**config.mk**
```make
export PLATFORM = sky130hd
export DESIGN_NAME = uart_hamming_transmitter
export DESIGN_NICKNAME = d
export VERILOG_FILES = /design/src/rtl/uart_hamming_transmitter.sv
export SDC_FILE = /design/constraint.sdc
export NUM_CORES = 1
export LEC_CHECK = 0
export BUFFER_PORTS_ARGS = -buffer_cell sky130_fd_sc_hd__buf_4
export CAP_MARGIN = 10
export CELL_PAD_IN_SITES_DETAIL_PLACEMENT = 1
export CELL_PAD_IN_SITES_GLOBAL_PLACEMENT = 1
export CORE_ASPECT_RATIO = 0.75
export CORE_MARGIN = 4
export CORE_UTILIZATION = 40
export DETAILED_ROUTE_END_ITERATION = 6
export PLACE_DENSITY_LB_ADDON = 0.12
export SLEW_MARGIN = 40
export SYNTH_ARGS = -nofsm -noshare
export SYNTH_HDL_FRONTEND = slang
export SYNTH_SLANG_ARGS = --single-unit
```
**constraint.sdc**
```tcl
create_clock -name clk -period 1.9 [get_ports clk]
set_input_delay 0 -clock clk [delete_from_list [all_inputs] [get_ports clk]]
set_output_delay 0 -clock clk [all_outputs]
set_load 0.01 [all_outputs]
```
**src/rtl/uart_hamming_transmitter.sv**
```systemverilog
// Hamming(7,4) encoder driving a UART line: start, 7 code bits LSB first, stop.
// A one-entry holding buffer lets the next nibble queue up during a frame.
module uart_hamming_transmitter #(
  parameter int CLKS_PER_BIT = 8
) (
  input  logic       clk,
  input  logic       rst_n,
  input  logic       ena,
  input  logic [3:0] data_in,
  input  logic       data_valid,
  output logic       data_ready,
  output logic       tx,
  output logic       busy,
  output logic [1:0] state_out
);

  localparam int CW = (CLKS_PER_BIT > 1) ? $clog2(CLKS_PER_BIT) : 1;
  localparam logic [CW-1:0] LAST = CW'(CLKS_PER_BIT - 1);

  typedef enum logic [1:0] {
    IDLE  = 2'b00,
    START = 2'b01,
    DATA  = 2'b10,
    STOP  = 2'b11
  } state_t;

  state_t          state_q, state_d;
  logic            tx_q, tx_d;
  logic            hold_valid_q, hold_valid_d;
  logic [3:0]      hold_q, hold_d;
  logic [6:0]      shift_q, shift_d;
  logic [2:0]      bit_cnt_q, bit_cnt_d;
  logic [CW-1:0]   clk_cnt_q, clk_cnt_d;
  logic            xfer;
  logic            last_cnt;

  function automatic logic [6:0] encode(input logic [3:0] d);
    logic p1, p2, p4;
    p1 = d[0] ^ d[1] ^ d[3];
    p2 = d[0] ^ d[2] ^ d[3];
    p4 = d[1] ^ d[2] ^ d[3];
    return {d[3], d[2], d[1], p4, d[0], p2, p1};
  endfunction

  assign data_ready = ena & ~hold_valid_q;
  assign xfer       = data_valid & data_ready;
  assign last_cnt   = (clk_cnt_q == LAST);

  always_comb begin
    state_d      = state_q;
    tx_d         = tx_q;
    hold_valid_d = hold_valid_q;
    hold_d       = hold_q;
    shift_d      = shift_q;
    bit_cnt_d    = bit_cnt_q;
    clk_cnt_d    = clk_cnt_q;
    // xfer needs an empty buffer, so it never collides with a load below
    if (xfer) begin
      hold_d       = data_in;
      hold_valid_d = 1'b1;
    end
    if (ena) begin
      unique case (state_q)
        IDLE: begin
          if (hold_valid_q) begin
            shift_d      = encode(hold_q);
            hold_valid_d = 1'b0;
            clk_cnt_d    = '0;
            state_d      = START;
            tx_d         = 1'b0;
          end
        end
        START: begin
          if (last_cnt) begin
            clk_cnt_d = '0;
            bit_cnt_d = '0;
            state_d   = DATA;
            tx_d      = shift_q[0];
          end else begin
            clk_cnt_d = clk_cnt_q + 1'b1;
          end
        end
        DATA: begin
          if (last_cnt) begin
            clk_cnt_d = '0;
            if (bit_cnt_q == 3'd6) begin
              state_d = STOP;
              tx_d    = 1'b1;
            end else begin
              shift_d   = {1'b0, shift_q[6:1]};
              bit_cnt_d = bit_cnt_q + 1'b1;
              tx_d      = shift_q[1];
            end
          end else begin
            clk_cnt_d = clk_cnt_q + 1'b1;
          end
        end
        STOP: begin
          if (last_cnt) begin
            clk_cnt_d = '0;
            if (hold_valid_q) begin
              shift_d      = encode(hold_q);
              hold_valid_d = 1'b0;
              state_d      = START;
              tx_d         = 1'b0;
            end else begin
              state_d = IDLE;
            end
          end else begin
            clk_cnt_d = clk_cnt_q + 1'b1;
          end
        end
        default: ;
      endcase
    end
  end

  always_ff @(posedge clk or negedge rst_n) begin
    if (!rst_n) begin
      state_q      <= IDLE;
      tx_q         <= 1'b1;
      hold_valid_q <= 1'b0;
      hold_q       <= '0;
      shift_q      <= '0;
      bit_cnt_q    <= '0;
      clk_cnt_q    <= '0;
    end else begin
      state_q      <= state_d;
      tx_q         <= tx_d;
      hold_valid_q <= hold_valid_d;
      hold_q       <= hold_d;
      shift_q      <= shift_d;
      bit_cnt_q    <= bit_cnt_d;
      clk_cnt_q    <= clk_cnt_d;
    end
  end

  assign tx        = tx_q;
  assign busy      = (state_q != IDLE);
  assign state_out = state_q;

endmodule

```
# == Yosys cells after proc, flatten, opt, wreduce, memory -nomap -nowiden ==
# Cells that the tools add are included.
# op_classes
add_sub_neg,2
n_eq_ne,11
muxes,30
bitwise,9
reduce_logical,10
# ops
op,count
$mux W7,4
$pmux W7 S3,1
$mux W3,5
$ne A2 B2 Y1 const B,6
$pmux W3 S2,2
$mux W1,10
$mux W2,5
$reduce_and A5 Y1,2
$pmux W2 S4,1
$add A3 B1 Y3 const B,2
$eq A3 B3 Y1 const B,2
$reduce_and A6 Y1,1
$xor A1 B1 Y1,6
$eq A2 B2 Y1 const B,2
$pmux W1 S4,1
$reduce_and A4 Y1,1
$reduce_bool A2 Y1,2
$reduce_bool A3 Y1,1
$reduce_or A3 Y1,1
$and A1 B1 Y1,2
$eq A2 B1 Y1 const B,1
$logic_not A2 Y1,1
$pmux W1 S2,1
$reduce_and A2 Y1,1
$not A1 Y1,1
# word_totals
ff_bits,21
word_cells,69

# == Longest topological paths before layout ==
# logic_depth
depth_word,8
mapped_depth,8
mapped_depth_nobuf,6

# == Worst setup path after synthesis ==
# OpenSTA, ideal clock, no wires.
# synth_path
path_kind,flip-flop to flip-flop
from,reg clk_cnt_q[0]
to,reg state_q[1] (netlist: state_out[1])
setup_time_ns,0.125
t_arrival_ns,1.615
t_required_ns,1.775
slack_ns,0.160
path_stages_with_launch,7
synth_period_minus_slack_ns,1.740
path_cell_list,dfrtp_1 ha_1 ha_1 buf_6 and3_1 o2111ai_2 mux2_2
# synth_via
elab_chain_len,3
# synth_rtl
element,line,source
"start, declared",33,"logic [CW-1:0] clk_cnt_q, clk_cnt_d;"
"start signal, assigned",134,clk_cnt_q <= clk_cnt_d;
$eq A3 B3 Y1 *,47,assign last_cnt = (clk_cnt_q == LAST);
$ne A2 B2 Y1 (no line),n/a,
$reduce_and A6 Y1 (no line) *,n/a,
"end signal, assigned",128,state_q <= state_d;
"end, declared",27,"state_t state_q, state_d;"
# Mark *: on every way between the ends. The rest lies on a longest branch, timed or not.
# A chain may end at the register's enable or synchronous reset.

# == Final worst setup path ==
# Ends and elaborated chain as after synthesis.

==> impl_metrics.json <==
{
  "drtIter0Drc": 44,
  "gr-usage-all-layers_pct": 15.89,
  "drv_slew": 0,
  "num_vias": 999,
  "die_h_um": 56.56,
  "wl_mm": 2.897,
  "maxCapViolCount": 0,
  "switching_share_pct": 40.12,
  "die_x_um": 72.74,
  "finalPower_mw": 2.395,
  "yosysWarnings": 0,
  "synth_sequential_area_ratio_pct": 41.89,
  "yosys-top-cells-area": "dfrtp_1 (40%), ha_1 (10%), o21ai_0 (5.6%), mux2_2 (5.4%), mux2i_1 (4.8%)",
  "clk_pin_slew_ps": 80,
  "p_leak_nw": 0.7099,
  "min_period_ps": 1805,
  "rrSetupSlack_ps": 100,
  "cp_data_required_time_ps": 2040,
  "grt_pass1_wl_mm": 5.085,
  "clock_path_buffers": 2,
  "setup_viol": 0,
  "grt_pass1_vias": 1061,
  "wire_per_inst_um": 15.33,
  "synth_top_cell_area_share_pct": 39.80,
  "dpl_worst_slack_ps": -63.36,
  "worstSkewPairLatency_ps": 260,
  "io_pins": 13,
  "drtPass1Iterations": 4,
  "end_kind": "flip-flop",
  "synth_edf_count": 0,
  "ant_nets": 0,
  "timing_worst_setup_path_type": "reg2reg",
  "hold_viol": 0,
  "fin_setup_tns_ps": 0,
  "fin_ws_ps": 95.45,
  "fmax_mhz": 554.2,
  "r2r-end": "state_out[1]",
  "maxSlewHeadroom_pct": 80.46,
  "cp.arrival_ps": 1950,
  "htreeDepth": 1,
  "startpoint_type": "flip-flop",
  "outcome": "completed",
  "grt_max_degree": 22,
  "vias_per_cell": 5.286,
  "power_density_mw_per_mm2": 1561,
  "synth.most_common_cell": "dfrtp_1",
  "rsz0062_at_grt": "false",
  "worstPathMaxFanout": 4,
  "row_count": 17,
  "grt_overflow": 0,
  "synth-async-reset-ratio_pct": 100.0,
  "ys_ff_latch": 21,
  "coreArea_sq_mm": 0.002978,
  "fin_crit_sh_pct": 94.98,
  "nFillCells": 349,
  "antenna_found_initial": 0,
  "power.internal_mw": 1.434,
  "peakVddDrop_uv": 738.4,
  "placed_area_sq_mm": 0.001431,
  "nNetsFinal": 170,
  "hp-class": "in2async",
  "p_comb_share_pct": 54.9,
  "worst_slew_pin_slew_ps": 293.1,
  "syn-instance-count": 124,
  "synth_ff_type": "dfrtp_1",
  "postSynthAreaPerCell_sq_um": 10.14,
  "io_buffers": 12,
  "r2r-start": "clk_cnt_q[0]",
  "syn2layout_area_growth_pct": 21.99,
  "clk_root_buffer_cell": "clkbuf_8",
  "p_sw_uw": 960.6,
  "fin_skew_ps": 6.944,
  "gp_congestion": 0.7486,
  "cts.sinks": 21,
  "ys_types": 33,
  "numCtsBuffers": 3,
  "route.detailed.drc": 0,
  "hpwl_mm": 2.231,
  "r2r_cells": 5,
  "start_util_pct": 42.23,
  "power_frac_seq_pct": 32.8,
  "netlist_top_cells_count": "dfrtp_1 (20), nand2_1 (15), o21ai_0 (14)",
  "n_antenna_cell": 0,
  "cts_tree": "built",
  "synthesis.area_sq_mm": 0.001257,
  "syn_nets": 142,
  "synth_top_area_cell": "dfrtp_1",
  "final_cell_area_sq_mm": 0.001534,
  "pwr-share-clk_pct": 12.3,
  "drive_above_1_share_pct": 23.84,
  "dieArea_sq_mm": 0.004114
}
## power groups by stage
| stage | Clock (mW) | Combinational, mW | Sequential (mW) |
|---|---|---|---|
| 3_3_place_gp | 0 | 1.24 | 0.781 |
| 5_1_grt | 0.331 | 1.47 | 0.813 |
| 2_1_floorplan | 0 | 0.844 | 0.779 |
| 6_report | 0.296 | 1.31 | 0.785 |
| 3_5_place_dp | 0 | 1.29 | 0.799 |
| 4_1_cts | 0.306 | 1.33 | 0.790 |
## repair_timing
action | CTS | global route
setup buffers | 1 | 0
hold buffers | 5 | 0
hold endpoints to repair | 25 | 0
gates resized for setup | 0 | 0
endpoints found under the setup margin | 7 | 0
## metrics by stage
stage          cells  util, %  hold slack [ps]
4_1_cts          189    51.51            140.9
3_3_place_gp     179    48.07           -97.48
2_1_floorplan    124        -           -295.6
6_report         189    51.51            153.1
5_1_grt          189    51.51            154.3
3_5_place_dp     179    48.07           -88.87
## worst max-delay path, cell delays in order, from the launching register on
cell       delay [ps]
dfrtp_1           400
ha_1              230
ha_1              230
and3_1            190
o2111ai_2         270
mux2_2            380
## per-layer routing
metal	vias to the layer above	GRT usage, %	part of all wire [%]
met5	-	0	0
met4	0	2.895	0.41
met3	2	4.472	3.0
met2	16	25.96	46
met1	493	20.99	50
li1	488	-	-
## layout make-up
cell class / count / area, sq um / area share (%)
Tap cell: 38 / 47.55 / 3.100
Multi-Input combinational cell: 93 / 673.1 / 43.88
Sequential cell: 21 / 526.8 / 34.34
Clock buffer: 4 / 45.04 / 2.936
Timing Repair Buffer: 28 / 222.7 / 14.52
Inverter: 5 / 18.77 / 1.223
## sequential cells by signal (all words and copies together), names as in the netlist
register,count
shift_q,7
clk_cnt_q,3
hold_q,4
state_out,2
bit_cnt_q,3
tx,1
hold_valid_q,1
## cells by family (layout without fill, tap and decap cells)
logic type,count (synthesis),count (layout),synth area share [%]
xor gates and xnor gates,5,5,3.482
buffers and inverters,10,37,4.576
DFF,21,21,41.89
AOI/OAI and AO/OA,29,29,15.62
adders and majority gates,10,10,9.950
and+or+nand+nor,37,37,14.33
muxes,12,12,10.15
## worst max path at each step
stage	start	end	slack, ps	cells past startpoint
final	clk_cnt_q[0]	state_out[1]	100	5
after global routing	state_out[0]	state_out[0]	20	6
after CTS	clk_cnt_q[0]	state_out[1]	100	5
after detailed placement	state_out[1]	shift_q[5]	-60	5
after global placement	state_out[1]	shift_q[0]	50	4
after floorplan	clk_cnt_q[0]	state_out[1]	160	6
## cells in the final DEF (no fill, tap or decap), types with 2 or more instances in the layout
cell / count
buf_4: 23
dfrtp_1: 20
nand2_1: 15
o21ai_0: 14
ha_1: 10
nand3_1: 7
mux2i_1: 6
mux2_2: 6
xnor2_1: 5
dlygate4sd3_1: 5
inv_1: 4
nand2b_1: 4
nor3_1: 4
clkbuf_8: 3
nor2b_1: 2
a21boi_0: 2
o21bai_1: 2
o211ai_1: 2
a22o_1: 2
No activity file was read; power rests on OpenSTA's default activity.
